==> config.mk <==
export PLATFORM = sky130hd
export DESIGN_NAME = sixteenbit_mem_stage
export DESIGN_NICKNAME = d
export VERILOG_FILES = /design/src/rtl/sixteenbit_pkg.sv /design/src/rtl/sixteenbit_timeout_ctr.sv /design/src/rtl/sixteenbit_mem_stage.sv
export SDC_FILE = /design/constraint.sdc
export NUM_CORES = 1
export LEC_CHECK = 0
export ABC_AREA = 1
export BUFFER_PORTS_ARGS = -buffer_cell sky130_fd_sc_hd__buf_2
export CORE_MARGIN = 5
export CORE_UTILIZATION = 38
export CTS_CLUSTER_DIAMETER = 150
export DETAILED_ROUTE_END_ITERATION = 16
export PLACE_DENSITY = 0.68
export SLEW_MARGIN = 20
export SYNTH_ARGS = -nofsm -noshare
export SYNTH_HDL_FRONTEND = slang
export SYNTH_SLANG_ARGS = --single-unit
==> constraint.sdc <==
create_clock -name clk -period 1.5 [get_ports clk]
set_input_delay 0.15 -clock clk [delete_from_list [all_inputs] [get_ports clk]]
set_output_delay 0.15 -clock clk [all_outputs]
set_load 0.02 [all_outputs]
==> src/rtl/sixteenbit_pkg.sv <==
// Shared types and default widths for the 16-bit datapath blocks.
package sixteenbit_pkg;

    localparam int DATA_W_DEF  = 16;
    localparam int ADDR_W_DEF  = 16;
    localparam int REG_W_DEF   = 4;
    localparam int TIMEOUT_DEF = 15;

    typedef enum logic [1:0] {
        NONE = 2'b00,
        LW   = 2'b01,
        SW   = 2'b10
    } mem_op_t;

    typedef enum logic {
        IDLE   = 1'b0,
        ACCESS = 1'b1
    } mem_state_t;

endpackage

==> src/rtl/sixteenbit_timeout_ctr.sv <==
// Down-counting access timer: clear loads the window, expired flags the last allowed cycle.
module sixteenbit_timeout_ctr #(
    parameter int TIMEOUT = 15
) (
    input  logic clk,
    input  logic rst,
    input  logic clear,
    input  logic enable,
    output logic expired
);

    localparam int CNT_W = $clog2(TIMEOUT + 1);
    localparam logic [CNT_W-1:0] LOAD_VAL = CNT_W'(TIMEOUT - 1);

    logic [CNT_W-1:0] count;

    always_ff @(posedge clk) begin
        if (rst) begin
            count <= '0;
        end else if (clear) begin
            count <= LOAD_VAL;
        end else if (enable && (count != '0)) begin
            count <= count - 1'b1;
        end
    end

    // Loaded with TIMEOUT-1 on accept, so zero is reached in the TIMEOUT-th access cycle.
    assign expired = (count == '0);

endmodule

==> src/rtl/sixteenbit_mem_stage.sv <==
// Memory-access stage: ALU results pass to writeback, LW/SW become a bounded req/ack transaction.
//  state  | meaning
//  IDLE   | ready for a new op; NONE ops retire from here
//  ACCESS | mem_req held until mem_ack or timeout expiry
module sixteenbit_mem_stage
    import sixteenbit_pkg::*;
#(
    parameter int DATA_W  = DATA_W_DEF,
    parameter int ADDR_W  = ADDR_W_DEF,
    parameter int REG_W   = REG_W_DEF,
    parameter int TIMEOUT = TIMEOUT_DEF
) (
    input  logic              clk,
    input  logic              rst,
    input  logic              ex_valid,
    output logic              ex_ready,
    input  logic [1:0]        ex_op,
    input  logic [DATA_W-1:0] ex_alu_result,
    input  logic [ADDR_W-1:0] ex_addr,
    input  logic [DATA_W-1:0] ex_wdata,
    input  logic [REG_W-1:0]  ex_rd,
    output logic              mem_req,
    output logic              mem_we,
    output logic [ADDR_W-1:0] mem_addr,
    output logic [DATA_W-1:0] mem_wdata,
    input  logic              mem_ack,
    input  logic [DATA_W-1:0] mem_rdata,
    output logic              wb_valid,
    output logic              wb_we,
    output logic [REG_W-1:0]  wb_rd,
    output logic [DATA_W-1:0] wb_data,
    output logic              wb_err
);

    mem_state_t       state;
    logic [REG_W-1:0] rd_q;
    logic             is_mem_op;
    logic             accept_mem;
    logic             expired;

    assign ex_ready   = (state == IDLE) && !rst;
    assign is_mem_op  = (ex_op == LW) || (ex_op == SW);
    assign accept_mem = (state == IDLE) && ex_valid && is_mem_op;

    sixteenbit_timeout_ctr #(
        .TIMEOUT (TIMEOUT)
    ) u_timeout_ctr (
        .clk     (clk),
        .rst     (rst),
        .clear   (accept_mem),
        .enable  ((state == ACCESS) && !mem_ack),
        .expired (expired)
    );

    always_ff @(posedge clk) begin
        if (rst) begin
            state     <= IDLE;
            rd_q      <= '0;
            mem_req   <= 1'b0;
            mem_we    <= 1'b0;
            mem_addr  <= '0;
            mem_wdata <= '0;
            wb_valid  <= 1'b0;
            wb_we     <= 1'b0;
            wb_rd     <= '0;
            wb_data   <= '0;
            wb_err    <= 1'b0;
        end else begin
            wb_valid <= 1'b0;
            wb_we    <= 1'b0;
            wb_err   <= 1'b0;
            case (state)
                IDLE: begin
                    if (ex_valid) begin
                        if (is_mem_op) begin
                            mem_req   <= 1'b1;
                            mem_we    <= (ex_op == SW);
                            mem_addr  <= ex_addr;
                            mem_wdata <= ex_wdata;
                            rd_q      <= ex_rd;
                            state     <= ACCESS;
                        end else begin
                            wb_valid <= 1'b1;
                            wb_we    <= (ex_rd != '0);
                            wb_rd    <= ex_rd;
                            wb_data  <= ex_alu_result;
                        end
                    end
                end
                ACCESS: begin
                    // Ack is tested first so an ack on the expiry cycle completes cleanly.
                    if (mem_ack) begin
                        mem_req  <= 1'b0;
                        wb_valid <= 1'b1;
                        wb_we    <= !mem_we && (rd_q != '0);
                        wb_rd    <= rd_q;
                        wb_data  <= mem_we ? '0 : mem_rdata;
                        state    <= IDLE;
                    end else if (expired) begin
                        mem_req  <= 1'b0;
                        wb_valid <= 1'b1;
                        wb_err   <= 1'b1;
                        wb_rd    <= rd_q;
                        state    <= IDLE;
                    end
                end
                default: state <= IDLE;
            endcase
        end
    end

endmodule
==> results.sh <==
export IMPL_critPathLaunchType="flip-flop"
export IMPL_finalCritPeriodShare_pct=90.6
export IMPL_maxSlewHeadroom_pct=79.5
export IMPL_clock_path_buffers=2
export IMPL_critical_path_class="reg2out"
export IMPL_yosysUniqueCellTypes=24
export IMPL_wire_per_inst_um=12.5
export IMPL_peakVddDrop_v=0.000748
export IMPL_critPathMaxStageDelay_ns=0.39
export IMPL_ys_warnings_count=0
export IMPL_r2r_cells=6
export IMPL_p_leak_nw=1.76
export IMPL_worst_slew_pin_slew_ns=0.307
export IMPL_synth_area_sq_um=2650
export IMPL_final_antenna_net_count=0
export IMPL_avgSynthCellArea_sq_um=7.62
export IMPL_power_density_nw_per_um2=1210
export IMPL_maxSlewViolCount=0
export IMPL_cts_tree="built"
export IMPL_pin_count=132
export IMPL_synth_seq_area_share_pct=49.8
export IMPL_antenna_found_initial=0
export IMPL_nets=556
export IMPL_hp_class="in2reg"
export IMPL_reg2reg_slack_ns=0.17
export IMPL_drive_gt1_share_pct=34.0
export IMPL_cp_cell_sequence="buf_4, nor2_1, buf_2"
export IMPL_whs_path_depth=3
export IMPL_netlist_instances=348
export IMPL_wl_met1_mm=3.21
export IMPL_arrival_ns=1.21
export IMPL_grt_overflow_total=0
export IMPL_p_total_mw=4.39
export IMPL_status="complete, no violations"
export IMPL_vias=2743
export IMPL_core_area_sq_um=6790
export IMPL_drv_cap=0
export IMPL_grt_pass1_wl_mm=12.0
export IMPL_seq_area_sq_um=1320
export IMPL_drt_pass1_iter_count=4
export IMPL_syn2layout_area_growth_pct=36.7
export IMPL_reg2reg_to="wb_data[15]$_SDFFE_PP0P_"
export IMPL_dieArea_sq_um=8750
export IMPL_place_gp_congestion=0.702
export IMPL_crit_required_ns=1.35
export IMPL_fin_crit_ns=1.36
export IMPL_die_x_um=93.5
export IMPL_clk_pin_slew_worst_paths_ns=0.07
export IMPL_ys_seq_elements=66
export IMPL_fin_worst_skew_ns=0.00903
export IMPL_wl_met2_mm=3.12
export IMPL_htreeDepth=3
export IMPL_diodes=0
export IMPL_max_freq_mhz=736
export IMPL_grtUsageTotal_pct=17.1
export IMPL_worstSetupEndpoint="ex_ready"
export IMPL_grt_max_degree=33
export IMPL_setup_viol=0
export IMPL_insertion_delay_ns=0.33
export IMPL_dpl_hpwl_mm=5.24
export IMPL_hold_start="ex_addr[3]"
export IMPL_clockRootBuffer="clkbuf_8"
export IMPL_cts_sinks=66
export IMPL_first_iter_violations=71
export IMPL_grt_pass1_vias=2662
export IMPL_avgViaCountPerCell=4.72
export IMPL_crit_start="state$_SDFF_PP0_"
export IMPL_critPathMaxFanout=17
export IMPL_rsz0062_at_grt="no"
export IMPL_cp_end_kind="output port"
export IMPL_syn_nets=424
export IMPL_crit_slowest_cell="dfxtp_2"
export IMPL_wl_met3_um=803
export IMPL_num_rows=30
export IMPL_post_cts_buffers=0
export IMPL_hold_viol_final=0
export IMPL_cts_buffers=9
export IMPL_post_route_drc_count=0
export IMPL_chipHeight_um=93.5
export IMPL_portBuffers=131
export IMPL_wirelength_mm=7.27
export IMPL_num_fill_cells=663
export IMPL_reg2reg_from="state$_SDFF_PP0_"
export IMPL_setup_tns_ns=0
export IMPL_multiInputGateArea_sq_um=1120
export IMPL_start_util_pct=39.0
export IMPL_dr_max_layer_used="met4"
[power breakdown]
group / switching, mW / leakage, nW / internal (mW)
clock network: 0.657 / 0.107 / 0.935
logic: 0.517 / 1.11 / 0.321
registers: 0.0703 / 0.542 / 1.89
total: 1.24 / 1.76 / 3.15
[synthesized netlist by cell type]
library cell	number	share of area [%]
clkbuf_1	5	0.71
buf_6	4	1.7
buf_4	5	1.4
nand4_1	3	0.71
a31oi_1	16	3.8
ha_1	2	0.94
inv_2	2	0.28
o21ai_1	8	1.5
a21oi_1	47	8.9
o21ai_0	14	2.6
nand3_4	1	0.66
clkinv_1	2	0.28
nor2_1	17	2.4
nor3_1	1	0.19
o21bai_1	1	0.28
nand2_1	105	15
inv_1	16	2.3
nand2_2	2	0.47
dfxtp_1	66	50
buf_1	1	0.14
buf_2	7	1.3
nand3_1	21	4.0
mux2i_1	1	0.38
nand3_2	1	0.38
[per-stage QoR]
stage / cells / worst slack, ns / hold WS, ns / utilization [%] / instance area [sq um]
after global routing: 581 / 0.00875 / 0.0473 / 53.4 / 3620
final: 581 / 0.141 / 0.0525 / 53.4 / 3620
after floorplan: 348 / 0.281 / 0.293 / - / 2650
after detailed placement: 565 / 0.0775 / 0.405 / 50.1 / 3400
after global placement: 565 / 0.142 / 0.399 / 50.1 / 3400
after CTS: 581 / 0.0388 / 0.0332 / 53.2 / 3610
[final cells by class]
class | count | area share [%]
Sequential cell | 66 | 36.5
Multi-Input combinational cell | 240 | 31.0
Timing Repair Buffer | 143 | 21.4
Clock buffer | 11 | 3.62
Tap cell | 96 | 3.31
Clock inverter | 5 | 2.17
Inverter | 20 | 2.07
[registers in the layout, indices dropped and copies added, names as in the netlist]
name and count:
mem_we 1, wb_we 1, state 1, wb_valid 1
u_timeout_ctr.count 4, rd_q 4, wb_data 16, mem_req 1
mem_wdata 16, wb_err 1, wb_rd 4, mem_addr 16
[layout by cell type, fill, tap and decap left out, drive strengths merged]
cell type / synthesis / routed
a21oi: 47 / 47
a31oi: 16 / 16
buf: 17 / 143
bufinv: 0 / 2
clkbuf: 5 / 11
clkinv: 2 / 5
dfxtp: 66 / 66
ha: 2 / 2
inv: 18 / 18
mux2i: 1 / 1
nand2: 107 / 107
nand3: 23 / 23
nand4: 3 / 3
nor2: 17 / 17
nor3: 1 / 1
o21ai: 22 / 22
o21bai: 1 / 1
[what timing repair did]
| item | 4_1_cts | 5_1_grt |
|---|---|---|
| endpoints found under the hold margin | 0 | 0 |
| resized for setup | 0 | 4 |
| hold buffers | 0 | 0 |
| endpoints found under the setup margin | 0 | 19 |
[metal layers]
layer | GRT usage [%] | up-vias
met5 | 0 | -
met4 | 7.58 | 0
met3 | 6.19 | 9
met2 | 26.9 | 119
met1 | 20.8 | 1204
li1 | - | 1411
[critical path: cells and delay by family, from the launching register on]
family | cells | cell delay, ns
buffers and inverters | 2 | 0.41
DFF | 1 | 0.39
and+or+nand+nor | 1 | 0.07
[cells by family after synthesis]
| kind of cell | Yosys count | synth area share [%] |
|---|---|---|
| AO/OA/AOI/OAI | 86 | 17.1 |
| multiplexers | 1 | 0.378 |
| buffers and inverters | 42 | 8.12 |
| flip-flops | 66 | 49.8 |
| adder cells (fa/ha/maj) | 2 | 0.944 |
| AND/OR/NAND/NOR | 151 | 23.6 |
[how the worst min path moves through the flow]
stage	to	slack, ns
6_report	mem_addr[3]$_SDFFE_PP0P_	0.05
5_1_grt	mem_addr[4]$_SDFFE_PP0P_	0.05
4_1_cts	mem_addr[3]$_SDFFE_PP0P_	0.03
3_5_place_dp	mem_wdata[10]$_SDFFE_PP0P_	0.40
3_3_place_gp	mem_wdata[3]$_SDFFE_PP0P_	0.40
2_1_floorplan	mem_addr[1]$_SDFFE_PP0P_	0.29
(Power assumes the default switching activity.)
